<file path="src/rtl/uart_periph.sv">
// uart_periph: memory-mapped 8N1 UART with a 16-entry receive FIFO, status and debug counters.
// Build option: define UART_SIM_BAUD_EN to reset the bit period to 40 cycles for short simulations.
module uart_periph #(
  parameter int WIDTH = 32
) (
  input  logic             clk,
  input  logic             reset,
  input  logic             cs,
  input  logic             wen,
  input  logic [3:0]       addr,
  input  logic [WIDTH-1:0] din,
  output logic [WIDTH-1:0] dout,
  input  logic             RxD,
  output logic             TxD
);

`ifdef UART_SIM_BAUD_EN
  localparam logic [31:0] CPB_RST = 32'd40;
`else
  localparam logic [31:0] CPB_RST = 32'd217;
`endif

  typedef enum logic [1:0] {TX_IDLE, TX_START, TX_DATA, TX_STOP} tx_state_t;
  typedef enum logic [1:0] {RX_IDLE, RX_START, RX_DATA, RX_STOP} rx_state_t;

  // Register file
  logic [1:0]  ctrl;
  logic [31:0] cpb;
  logic [31:0] scratch [4];
  logic [31:0] char_count, fifo_wr_count, fifo_full_count;
  logic        rx_en, tx_en;

  assign rx_en = ctrl[0];
  assign tx_en = ctrl[1];

  logic wr_acc, rd_strobe, rd_strobe_d;
  assign wr_acc    = cs & wen;
  assign rd_strobe = cs & ~wen & ((addr == 4'd0) || (addr == 4'd5));

  // Transmitter
  tx_state_t   tx_state, tx_state_nxt;
  logic [31:0] tx_cnt, tx_cpb;
  logic [2:0]  tx_bit;
  logic [7:0]  tx_sh;
  logic        tx_accept, tx_tick, tx_idle;

  assign tx_accept = wr_acc & (addr == 4'd0) & tx_en & (tx_state == TX_IDLE);
  assign tx_tick   = (tx_cnt == tx_cpb - 32'd1);

  always_ff @(posedge clk or posedge reset) begin
    if (reset) tx_state <= TX_IDLE;
    else       tx_state <= tx_state_nxt;
  end

  always_comb begin
    tx_state_nxt = tx_state;
    case (tx_state)
      TX_IDLE:  if (tx_accept) tx_state_nxt = TX_START;
      TX_START: if (tx_tick) tx_state_nxt = TX_DATA;
      TX_DATA:  if (tx_tick && tx_bit == 3'd7) tx_state_nxt = TX_STOP;
      TX_STOP:  if (tx_tick) tx_state_nxt = TX_IDLE;
      default:  tx_state_nxt = TX_IDLE;
    endcase
  end

  always_comb begin
    TxD     = 1'b1;
    tx_idle = 1'b0;
    case (tx_state)
      TX_IDLE:  tx_idle = 1'b1;
      TX_START: TxD = 1'b0;
      TX_DATA:  TxD = tx_sh[0];
      default:  TxD = 1'b1;
    endcase
  end

  always_ff @(posedge clk or posedge reset) begin
    if (reset) begin
      tx_cnt <= '0;
      tx_cpb <= CPB_RST;
      tx_bit <= '0;
      tx_sh  <= '0;
    end else if (tx_accept) begin
      tx_cnt <= '0;
      tx_cpb <= cpb;
      tx_bit <= '0;
      tx_sh  <= din[7:0];
    end else if (tx_state != TX_IDLE) begin
      if (tx_tick) begin
        tx_cnt <= '0;
        if (tx_state == TX_DATA) begin
          tx_sh  <= {1'b1, tx_sh[7:1]};
          tx_bit <= tx_bit + 3'd1;
        end
      end else begin
        tx_cnt <= tx_cnt + 32'd1;
      end
    end
  end

  // Receiver: two-flop synchronizer, falling-edge start detect, mid-bit sampling
  rx_state_t   rx_state, rx_state_nxt;
  logic        rx_s1, rx_s2, rx_prev, rx_fall;
  logic [31:0] rx_cnt, rx_cpb, rx_lim;
  logic [2:0]  rx_bit;
  logic [7:0]  rx_sh, rx_data;
  logic        rx_tick, rx_start, rx_sample, rx_stop_ok, rx_stop_brk;
  logic        rx_valid, brk;

  assign rx_fall = rx_prev & ~rx_s2;
  assign rx_lim  = (rx_state == RX_START) ? {1'b0, rx_cpb[31:1]} : rx_cpb;
  assign rx_tick = (rx_cnt == rx_lim - 32'd1);

  always_ff @(posedge clk or posedge reset) begin
    if (reset) begin
      rx_s1   <= 1'b1;
      rx_s2   <= 1'b1;
      rx_prev <= 1'b1;
    end else begin
      rx_s1   <= RxD;
      rx_s2   <= rx_s1;
      rx_prev <= rx_s2;
    end
  end

  always_ff @(posedge clk or posedge reset) begin
    if (reset) rx_state <= RX_IDLE;
    else       rx_state <= rx_state_nxt;
  end

  always_comb begin
    rx_state_nxt = rx_state;
    if (!rx_en) begin
      rx_state_nxt = RX_IDLE;
    end else begin
      case (rx_state)
        RX_IDLE:  if (rx_fall) rx_state_nxt = RX_START;
        RX_START: if (rx_tick) rx_state_nxt = rx_s2 ? RX_IDLE : RX_DATA;
        RX_DATA:  if (rx_tick && rx_bit == 3'd7) rx_state_nxt = RX_STOP;
        RX_STOP:  if (rx_tick) rx_state_nxt = RX_IDLE;
        default:  rx_state_nxt = RX_IDLE;
      endcase
    end
  end

  always_comb begin
    rx_start    = 1'b0;
    rx_sample   = 1'b0;
    rx_stop_ok  = 1'b0;
    rx_stop_brk = 1'b0;
    if (rx_en) begin
      case (rx_state)
        RX_IDLE: rx_start  = rx_fall;
        RX_DATA: rx_sample = rx_tick;
        RX_STOP: begin
          rx_stop_ok  = rx_tick & rx_s2;
          rx_stop_brk = rx_tick & ~rx_s2 & (rx_sh == 8'h00);
        end
        default: ;
      endcase
    end
  end

  always_ff @(posedge clk or posedge reset) begin
    if (reset) begin
      rx_cnt <= '0;
      rx_cpb <= CPB_RST;
      rx_bit <= '0;
      rx_sh  <= '0;
    end else if (rx_start) begin
      rx_cnt <= '0;
      rx_cpb <= cpb;
      rx_bit <= '0;
    end else if (rx_state != RX_IDLE) begin
      rx_cnt <= rx_tick ? 32'd0 : rx_cnt + 32'd1;
      if (rx_sample) begin
        rx_sh  <= {rx_s2, rx_sh[7:1]};
        rx_bit <= rx_bit + 3'd1;
      end
    end
  end

  always_ff @(posedge clk or posedge reset) begin
    if (reset) begin
      rx_valid <= 1'b0;
      rx_data  <= '0;
      brk      <= 1'b0;
    end else begin
      rx_valid <= rx_stop_ok;
      if (rx_stop_ok) begin
        rx_data <= rx_sh;
        brk     <= 1'b0;
      end else if (rx_stop_brk) begin
        brk <= 1'b1;
      end
    end
  end

  // Receive FIFO; a separate occupancy count distinguishes full from empty
  logic [7:0] mem [16];
  logic [3:0] wr_ptr, rd_ptr;
  logic [4:0] fifo_cnt;
  logic [7:0] head, rx_buf;
  logic       full, empty, pop, push, drop;

  assign full  = (fifo_cnt == 5'd16);
  assign empty = (fifo_cnt == 5'd0);
  assign head  = mem[rd_ptr];
  assign pop   = rd_strobe & ~rd_strobe_d & ~empty;
  assign push  = rx_valid & (~full | pop);
  assign drop  = rx_valid & full & ~pop;

  always_ff @(posedge clk or posedge reset) begin
    if (reset) begin
      for (int i = 0; i < 16; i++) mem[i] <= '0;
      wr_ptr      <= '0;
      rd_ptr      <= '0;
      fifo_cnt    <= '0;
      rx_buf      <= '0;
      rd_strobe_d <= 1'b0;
    end else begin
      rd_strobe_d <= rd_strobe;
      if (!rd_strobe) rx_buf <= head;
      if (push) begin
        mem[wr_ptr] <= rx_data;
        wr_ptr      <= wr_ptr + 4'd1;
      end
      if (pop) rd_ptr <= rd_ptr + 4'd1;
      case ({push, pop})
        2'b10:   fifo_cnt <= fifo_cnt + 5'd1;
        2'b01:   fifo_cnt <= fifo_cnt - 5'd1;
        default: ;
      endcase
    end
  end

  // Control registers and debug counters
  always_ff @(posedge clk or posedge reset) begin
    if (reset) begin
      ctrl            <= '0;
      cpb             <= CPB_RST;
      for (int i = 0; i < 4; i++) scratch[i] <= '0;
      char_count      <= '0;
      fifo_wr_count   <= '0;
      fifo_full_count <= '0;
    end else begin
      if (wr_acc) begin
        if (addr == 4'd1) ctrl <= din[1:0];
        if (addr == 4'd4) cpb  <= din[31:0];
        if (addr[3:2] == 2'b11) scratch[addr[1:0]] <= din[31:0];
      end
      if (rx_valid) begin
        char_count    <= char_count + 32'd1;
        fifo_wr_count <= fifo_wr_count + 32'd1;
      end
      if (drop) fifo_full_count <= fifo_full_count + 32'd1;
    end
  end

  logic [31:0] rstat;
  assign rstat = {4'b0, rd_ptr, 4'b0, wr_ptr, head, 2'b0, full, empty,
                  1'b0, rx_valid, brk, ~empty};

  always_comb begin
    dout = '0;
    case (addr)
      4'd0, 4'd5:                dout = {24'b0, rx_buf};
      4'd1:                      dout = {30'b0, ctrl};
      4'd2:                      dout = rstat;
      4'd3:                      dout = {31'b0, tx_idle};
      4'd4:                      dout = cpb;
      4'd7:                      dout = char_count;
      4'd8:                      dout = fifo_wr_count;
      4'd9:                      dout = fifo_full_count;
      4'd12, 4'd13, 4'd14, 4'd15: dout = scratch[addr[1:0]];
      default:                   dout = '0;
    endcase
  end

endmodule

</file>
<file path="config.mk">
export PLATFORM = sky130hd
export DESIGN_NAME = uart_periph
export DESIGN_NICKNAME = d
export VERILOG_FILES = /design/src/rtl/uart_periph.sv
export SDC_FILE = /design/constraint.sdc
export NUM_CORES = 1
export LEC_CHECK = 0
export CORE_MARGIN = 4
export CORE_UTILIZATION = 63
export DETAILED_ROUTE_END_ITERATION = 10
export PLACE_DENSITY = 0.81
export REMOVE_ABC_BUFFERS = 1
export SLEW_MARGIN = 20
export SYNTH_ARGS = -nofsm -noshare
export SYNTH_HDL_FRONTEND = slang
export SYNTH_SLANG_ARGS = --single-unit
</file>
<file path="constraint.sdc">
create_clock -name clk -period 29 [get_ports clk]
set_input_delay 8.7 -clock clk [delete_from_list [all_inputs] [get_ports clk]]
set_output_delay 8.7 -clock clk [all_outputs]
set_load 0.02 [all_outputs]
</file>
-- After elaboration in Yosys (flattened, before gate mapping)
Index checks and enable logic that the tools add are counted.
Widths: inputs -> output; s select.
- bits in registers: 575
- input port bits: 41
- output and inout port bits: 33
- logic and storage cells: 209
- add/sub/neg operators: 13
- $lt $le $gt $ge: 5
- eq/ne operators: 34
- muxes and demuxes: 56
- bitwise gates (word level): 26
- reductions and logical operators: 29
- operators with widths (kind ; number):
    $mux 32 ; 10
    $pmux 32 s9 ; 1
    $bwmux 128 ; 2
    $add 32x1->32 const B ; 5
    $bmux 32 s2 ; 1
    $demux 32 s2 ; 1
    $eq 32x32->1 ; 2
    $sub 32x1->32 const B ; 2
    $mux 8 ; 7
    $bmux 8 s4 ; 1
    $demux 8 s4 ; 1
    $eq 4x4->1 const B ; 6
    $mux 3 ; 7
    $mux 2 ; 10
    $reduce_bool 2->1 ; 9
    $pmux 2 s4 ; 2
    $and 1x1->1 ; 15
    $eq 2x2->1 const B ; 6
    $eq 4x3->1 const B ; 3
    $ne 3x3->1 const B ; 4
    $mux 1 ; 11
    $ge 5x5->1 const B ; 2
    $not 4->5 ; 2
    $pmux 5 s2 ; 1
    28 further kinds ; 52

-- Logic depth before layout (Yosys ltp)
Gate-level depths: netlist of run 1.
- depth after elaboration: 10
- gate-level depth with buffers: 19
- mapped depth without buffers: 14

-- Worst setup path before layout of run 1
No wires, ideal clock.
- path type: input -> output
- from: input port addr[0]
- to: output port dout[1]
- arrival time: 10424 ps
- required time: 20300 ps
- path slack: 9876 ps
- stages on the path: 5
- cells stage by stage: buf_1 buf_1 mux4_2 nand2_1 nand4_1
- word-level cells in the longest chain between the ends: 5
- RTL lines (element ; RTL line ; RTL):
    from (decl) ; 10 ; input logic [3:0] addr,
    $not 2->3 (not written as such) ; 275 ; 4'd12, 4'd13, 4'd14, 4'd15: dout = scratch[addr[1:0]];
    $bmux 32 s2 ; 275 ;
    $mux 32 (not written as such) (2 in a row) ; 275 ;
    $pmux 32 s9 (*) ; 266 ; case (addr)
    to (decl) ; 12 ; output logic [WIDTH-1:0] dout,
Every way passes the cells marked *; elsewhere a longest branch is shown, timed or not. The select of a mux whose other input is x is not followed.

-- Worst setup path after layout of run 1
- from: input port addr[0]
- to: output port dout[2]
Same word-level chain as after synthesis.

==> results of run 1 <==
## path summary, 6_finish.rpt
kind / start / to / cells past startpoint
max in group asynchronous: reset / scratch[115] / 4
worst min register to register: rx_s1 / rx_s2 / 0
worst max register to register: rx_state[0] / rx_cnt[16] / 15
worst max-delay path: addr[0] / dout[2] / 7
min in group asynchronous: reset / rx_cnt[25] / 2
worst min-delay path: rx_s1 / rx_s2 / 0
## flip-flops by register name (all words and copies together) (netlist names), 8 cells and up
signal           cells
tx_cnt              32
char_count          32
rx_cpb              32
tx_sh                8
fifo_full_count     32
rx_sh                8
rx_cnt              32
fifo_wr_count       32
rx_data              8
scratch            128
rx_buf               8
cpb                 32
mem                128
tx_cpb              32
## final cells by class
cell class | instances | area, sq um
fillers | 3067 | 12900
well taps | 600 | 751
repair buffers | 107 | 1010
inverters | 44 | 173
multi-input cells | 1759 | 14000
flip-flops and latches | 575 | 14400
clock inverters | 24 | 442
clock buffers | 85 | 1740
## logic make-up (layout without fill, tap and decap cells)
logic type / count (synthesis) / in the layout / synth area share [%]
buf+inv: 173 / 260 / 2.36
flops: 575 / 575 / 49.6
fa+ha+maj: 26 / 26 / 1.15
mux: 441 / 441 / 19.9
compound gates: 228 / 228 / 5.88
xor+xnor: 236 / 236 / 7.11
simple gates: 828 / 828 / 14.0
## layer usage
layer | up-vias | track usage (%) | part of all wire (%)
li1 | 9132 | - | -
met1 | 10636 | 42.1 | 40
met2 | 949 | 49.7 | 47
met3 | 221 | 6.92 | 8.8
met4 | 2 | 12.1 | 4.0
met5 | - | 0 | 0.014
## power breakdown
| group | switching, mW | internal, mW |
|---|---|---|
| combinational | 0.233 | 0.211 |
| sequential | 0.115 | 0.882 |
| clock | 0.328 | 0.508 |
## cell usage in the layout (no fill, tap or decap), types with 21 or more instances in the layout
| master | n |
|---|---|
| nand2_1 | 282 |
| nor2_1 | 159 |
| mux2_2 | 327 |
| xor2_1 | 98 |
| dfrtp_1 | 556 |
| mux2i_1 | 25 |
| ha_1 | 25 |
| and3_1 | 27 |
| nand4_1 | 64 |
| a22oi_1 | 52 |
| or3_1 | 21 |
| xnor2_1 | 138 |
| buf_4 | 31 |
| a21oi_1 | 32 |
| nand3_1 | 95 |
| mux4_2 | 72 |
| nor3_1 | 35 |
| inv_1 | 42 |
| nor4_1 | 21 |
| clkdlybuf4s50_1 | 71 |
| clkbuf_16 | 58 |
## per-stage QoR
step	utilization, %	cells
after global placement	66.7	3083
final	71.6	3194
after floorplan	-	2378
after CTS	71.6	3194
after global routing	71.6	3194
after detailed placement	66.8	3085
==> flow_summary.ini, run 1 <==
[layout]
nets = 2612
final_area_sq_um = 32600
syn2layout_area_growth_pct = 12.0
drive_gt1_share_pct = 22.7
diodes = 0

[detailed_routing]
drc = 0
vias_per_cell = 6.56
drt-pass1-iter-count = 7
wl_per_cell_microns = 24.1
ant_nets = 0
wl_microns = 77000
num_vias = 20940
drt_iter0_drc = 2391

[worst_hold_path]
hold_class = reg2reg

[sta]
layout_min_cycle_time_ps = 20430
worstMarginPinSlew_ps = 1030
final-max-slew-violation-count = 0
clock_skew_ps = 34.7
setup-tns-final_ps = 0
post-route-period-util_pct = 70.4
hold_violations = 0
clock.fmax_mhz = 49.0
setup_ws_ps = 8570
max_slew_margin_pct = 30.9
holdWs_ps = 360
rsz0062_at_grt = no
setup_viol = 0

[placed_design]
dpl_worst_slack_ps = 8830
place_hpwl_microns = 52300
numPortBuffers = 73
routabilityCongestion = 0.964
dpl-instance-area_sq_um = 30400

[clock_network]
numClockSinks = 575
ctsResizeCount = 0
clockBufferDepth = 3
clk_latency_ps = 650
cts_buffers = 58
cts_tree = done
path_clk_slew_ps = 60
ctsHoldBuffers = 0
ctsHtreeMaxLevel = 2
cts_setup_buffers = 0
root_buffer = clkbuf_16

[floorplanning]
start_util_pct = 63.9
core-area_sq_um = 45500
placementRows = 78
die_y_microns = 223
die_area_sq_um = 49600
ioPinCount = 74
die_x_microns = 223

[global_routing]
antenna_found_initial = 2
grt_pass1_wl_microns = 123000
track_usage_pct = 31.1
grt_max_degree = 117
grt-ovfl-total = 0
grt_pass1_vias = 21577

[setup_path]
cp_max_fo = 41
cp-start-kind = input pin
path_buf_inv = 3
cp_data_arrival_time_ps = 11730
worstPathCellList = buf_2 > buf_4 > xor2_1 > nor3_1 > a222oi_1 > nand3_1 > clkdlybuf4s50_1
path_delay_family = buffers and inverters
crit_required_ps = 20300
endpoint_kind = primary output
r2r_setup_slack_ps = 22770
cpMaxStageDelayCell = nor3_1
critical_path_class = in2out
cp_slowest_stage_delay_ps = 820

[synthesis]
seq_area_frac_synth_pct = 49.6
synthArstFlopShare_pct = 100
post-synth-top-count-cell = dfrtp_1
synthCells = 2507
synth.distinct_cells = 88
synth_common_cells = dfrtp_1, mux2_2, nand2_1
synthTopCellsByArea = dfrtp_1, mux2_2, mux4_2, xnor2_1, nand2_1
netlist.top_cell.by_area = dfrtp_1
yosys_warnings = 0
synth-edff-count = 0
netlist_area_sq_um = 29100
synth_top_area_share_pct = 48.0
avgSynthCellArea_sq_um = 11.6
ys_ff_latch = 575
synth_flop_cell = dfrtp_1

[power]
vdd_drop_max_uv = 57.0
powerDensity_nw_per_um2 = 69.9
power_mw = 2.28
power_leakage_nw = 14.7

[status]
status = complete, no violations

[job]
maxCapViolations = 0
No activity file was read; power rests on OpenSTA's default activity.
==> run 2, diff against run 1 <==
==> constraint.sdc (replaced) <==
create_clock -name clk -period 19.83 [get_ports clk]
set_input_delay 5.949 -clock clk [delete_from_list [all_inputs] [get_ports clk]]
set_output_delay 5.949 -clock clk [all_outputs]
set_load 0.02 [all_outputs]
==> run 2 against run 1 <==
  * Register-to-register slack got worse by 9000 ps
  * First-iteration DRC count decreased by 4.3%
  * Cell area decreased by 0.92%
  * Total power increased by 40%
  * Critical path depth decreased by 1
  * Clock power increased by 30%
  * Die area unchanged
==> flow_summary.ini, run 2 (synthesis gave the netlist of run 1 again) <==
[worst_hold_path]
hold_class = reg2reg
holdPathStages = 0
min_to = rx_s2
min_from = rx_s1

[clock_network]
ctsResizeCount = 0
root_buffer = clkbuf_16
numClockSinks = 575
clk_latency_ps = 640
cts_buffers = 57
ctsHoldBuffers = 0
ctsHtreeMaxLevel = 2
path_clk_slew_ps = 60
clockBufferDepth = 3
cts_setup_buffers = 0
cts_tree = done

[power]
p_int_mw = 2.22
pwr-share-clk_pct = 34.0
power_leakage_nw = 14.5
p_sw_mw = 0.972
powerDensity_nw_per_um2 = 99.0
p_sw_share_pct = 30.5
seqPwrFrac_pct = 45.8
power.share.combinational_pct = 20.1
vdd_drop_max_uv = 79.3

[setup_path]
r2r-start = rx_state[0]
cp_data_arrival_time_ps = 8760
cp-start-kind = input pin
ff2ff_path_depth = 14
endpoint_kind = primary output
crit_required_ps = 13880
reg2reg_to = rx_sh[6]
cp_max_fo = 10
r2r_setup_slack_ps = 13760
critical_path_class = in2out

[detailed_routing]
drc = 0
drt-pass1-iter-count = 9
drt_iter0_drc = 2287
ant_nets = 0
wl_per_cell_microns = 23.9
num_vias = 20914
wl_microns = 76400
vias_per_cell = 6.56

[global_routing]
grt-ovfl-total = 0
grt_pass1_vias = 21483
grt_pass1_wl_microns = 121000
track_usage_pct = 30.5
grt_max_degree = 180
antenna_found_initial = 3

[layout]
nets = 2607
stdcell_count = 3190
syn2layout_area_growth_pct = 11.0
reg_top3 = mem x128, scratch x128
drive_gt1_share_pct = 22.2
final_common_cell = dfrtp_1
layout_common_cells = dfrtp_1, mux2_2, nand2_1, nor2_1, xnor2_1

[sta]
worstMarginPinSlew_ps = 1010
setup-tns-final_ps = 0
final-max-slew-violation-count = 0
post-route-period-util_pct = 74.2
clock_skew_ps = 39.0
layout_min_cycle_time_ps = 14710
clock.fmax_mhz = 68.0
holdWs_ps = 355
hold_violations = 0
max_slew_margin_pct = 32.7
rsz0062_at_grt = no
setup_viol = 0

[floorplanning]
die_y_microns = 223
ioPinCount = 74
core-area_sq_um = 45500
start_util_pct = 63.9
die_x_microns = 223
placementRows = 78
die_area_sq_um = 49600

[placed_design]
place_hpwl_microns = 52500
routabilityCongestion = 0.929
dp_cells = 3081
numPortBuffers = 73

[status]
status = complete, no violations

[job]
maxCapViolations = 0
run 2: layout make-up:
class,count,area (sq um)
Clock inverter,19,235
Sequential cell,575,14400
Inverter,44,173
Antenna cell,3,7.51
Tap cell,600,751
Multi-Input combinational cell,1759,14000
Clock buffer,87,1670
Timing Repair Buffer,103,982
Fill cell,3105,13200
run 2: worst max-delay path by stage:
stage | startpoint | end | slack (ps)
after CTS | addr[2] | dout[2] | 5240
after floorplan | reset | brk | -2180
final | addr[2] | dout[2] | 5120
after detailed placement | addr[2] | dout[2] | 5260
after global placement | addr[2] | dout[2] | 5270
after global routing | addr[2] | dout[2] | 5050
run 2: worst max-delay path, stage by stage:
cell and delay (ps):
clkdlybuf4s50_1 590, xor2_1 230, nor3_1 770, a222oi_1 370
nand3_1 210, clkdlybuf4s50_1 630
run 2: per-layer routing:
layer / part of all wire (%) / wire length [microns] / up-vias / GRT usage (%)
li1: - / - / 9125 / -
met1: 41 / 31200 / 10731 / 41.5
met2: 48 / 36500 / 857 / 49.0
met3: 7.7 / 5840 / 201 / 6.33
met4: 3.8 / 2870 / 0 / 11.6
met5: 0 / 0 / - / 0
run 2: power by group through the flow:
stage / clock network (mW) / registers (mW) / logic, mW
after floorplan: 0 / 1.41 / 0.469
after global placement: 0 / 1.47 / 0.612
after detailed placement: 0 / 1.48 / 0.634
after CTS: 1.10 / 1.46 / 0.640
after global routing: 1.15 / 1.47 / 0.699
final: 1.09 / 1.46 / 0.642
run 2: stage by stage:
step	instance area [sq um]	utilization (%)	total power, mW	setup slack, ps
after floorplan	28500	-	1.88	-2180
after global placement	30300	66.6	2.08	5270
after detailed placement	30300	66.7	2.11	5260
after CTS	32200	70.9	3.20	5240
after global routing	32200	70.9	3.32	5050
final	32200	70.9	3.19	5120
==> run 3, diff against run 2 <==
==> constraint.sdc (replaced) <==
create_clock -name clk -period 14.1 [get_ports clk]
set_input_delay 4.23 -clock clk [delete_from_list [all_inputs] [get_ports clk]]
set_output_delay 4.23 -clock clk [all_outputs]
set_load 0.02 [all_outputs]
==> run 3 against run 2 <==
  * Non-clock buffer count rose by 3
  * Critical path depth increased by 1
  * Register-to-register slack got worse by 5700 ps
  * Clock power rose by 52%
  * Highest routed layer unchanged
  * Final cell count is the same
  * Clock-buffer cell count shrank 7
  * Setup slack worse by 2500 ps
  * Via count increased by 0.40%
  * Largest power group unchanged
  * Sequential share of layout area is 0.32 points lower
  * Clock skew about the same
  * Cell area grew 0.71%
==> flow_summary.ini, run 3 (synthesis gave the netlist of run 1 again) <==
[clock_network]
ctsResizeCount = 0
ctsHoldBuffers = 0
path_clk_slew_ps = 60
cts_setup_buffers = 0
clk_latency_ps = 640
cts_tree = done
root_buffer = clkbuf_16
ctsHtreeMaxLevel = 2
clockBufferDepth = 3
cts_buffers = 57
numClockSinks = 575

[worst_hold_path]
min_from = rx_s1
holdPathStages = 0
min_to = rx_s2
hold_class = reg2reg

[layout]
final_area_sq_um = 32500
drive_gt1_share_pct = 22.5
nets = 2610
reg_top3 = mem x128, scratch x128
syn2layout_area_growth_pct = 11.7
nFillCells = 3066
multiInputGateArea_sq_um = 14000
layout_common_cells = dfrtp_1, mux2_2, nand2_1, nor2_1, xnor2_1
final_common_cell = dfrtp_1
stdcell_count = 3190
register_area_sq_um = 14400

[placed_design]
dpl_worst_slack_ps = 2700
place_hpwl_microns = 52200
dpl-instance-area_sq_um = 30400
routabilityCongestion = 0.961
numPortBuffers = 73
dp_cells = 3084

[power]
p_sw_share_pct = 29.8
pwr-share-clk_pct = 36.0
p_sw_mw = 1.38
vdd_drop_max_uv = 149
power_mw = 4.63
powerDensity_nw_per_um2 = 142
seqPwrFrac_pct = 44.3
power_leakage_nw = 14.7
power.share.combinational_pct = 19.7
p_int_mw = 3.25

[global_routing]
antenna_found_initial = 1
grt_pass1_vias = 21299
grt_pass1_wl_microns = 122000
grt-ovfl-total = 0
track_usage_pct = 30.8
grt_max_degree = 169

[setup_path]
worstPathCellList = clkdlybuf4s50_1 > nand2b_1 > nor3_4 > buf_4 > a222oi_1 > nand3_1 > clkdlybuf4s50_1
crit_required_ps = 9870
cp_max_fo = 19
cp_slowest_stage_delay_ps = 660
cp_data_arrival_time_ps = 7270
reg2reg_to = rx_cnt[14]
path_delay_family = buffers and inverters
cp-start-kind = input pin
endpoint_kind = primary output
cpMaxStageDelayCell = clkdlybuf4s50_1
r2r_setup_slack_ps = 8090
r2r-start = rx_state[0]
ff2ff_path_depth = 15
path_buf_inv = 3
critical_path_class = in2out
crit_top_cell = clkdlybuf4s50_1

[sta]
rsz0062_at_grt = no
setup_viol = 0
layout_min_cycle_time_ps = 11500
hold_violations = 0
final-max-slew-violation-count = 0
setup_ws_ps = 2600
max_slew_margin_pct = 30.9
worstMarginPinSlew_ps = 1030
clock.fmax_mhz = 86.9
post-route-period-util_pct = 81.6
clock_skew_ps = 39.4

[detailed_routing]
drc = 0
vias_per_cell = 6.58
num_vias = 20998
ant_nets = 0
drt_iter0_drc = 2338
wl_microns = 76600
drt-pass1-iter-count = 6
wl_per_cell_microns = 24.0

[floorplanning]
die_x_microns = 223
die_y_microns = 223
ioPinCount = 74
core-area_sq_um = 45500
placementRows = 78
start_util_pct = 63.9
die_area_sq_um = 49600

[job]
maxCapViolations = 0

[status]
status = complete, no violations
-- run 3: changes by cell type in the layout (fill, tap and decap cells not counted), sizes merged --
| cell | delta |
|---|---|
| diode | -2 |
| clkbuf | -7 |
| clkinv | -1 |
| bufinv | +7 |
| buf | +3 |
-- run 3: area by class of cell --
class | instances | share of cell area (%)
antenna | 1 | 0.00770
clock buffer | 80 | 5.06
clock inverter | 25 | 1.33
inverter | 44 | 0.532
multi-input combinational | 1759 | 43.2
sequential | 575 | 44.4
tap | 600 | 2.31
timing repair buffer | 106 | 3.21
-- run 3: per-layer routing --
| metal | track usage [%] | share of wire [%] | up-vias |
|---|---|---|---|
| li1 | - | - | 9116 |
| met5 | 0 | 0 | - |
| met4 | 10.8 | 3.9 | 0 |
| met1 | 42.4 | 40 | 10748 |
| met2 | 49.6 | 48 | 931 |
| met3 | 6.41 | 8.0 | 203 |
-- run 3: power groups by stage --
stage	logic [mW]	registers, mW	clock network [mW]
final	0.912	2.05	1.66
after global routing	0.997	2.07	1.75
after CTS	0.908	2.04	1.68
after detailed placement	0.901	2.07	0
after global placement	0.868	2.06	0
after floorplan	0.659	1.99	0
-- run 3: worst max-delay path by stage --
stage                        from      end  slack, ps  cells past startpoint
after global routing      addr[0]  dout[4]       2570                      7
final                     addr[2]  dout[0]       2600                      7
after CTS                 addr[0]  dout[2]       2670                      7
after global placement    addr[2]  dout[0]       2440                      7
after floorplan             reset      brk      -6190                      1
after detailed placement  addr[0]  dout[2]       2700                      7
-- run 3: per-stage QoR --
step                       TNS, ps  hold slack, ps  utilization, %
after floorplan           -3472810             345               -
after global placement           0             351            66.7
after detailed placement         0             349            66.8
after CTS                        0             359            71.4
after global routing             0             364            71.4
final                            0             357            71.4
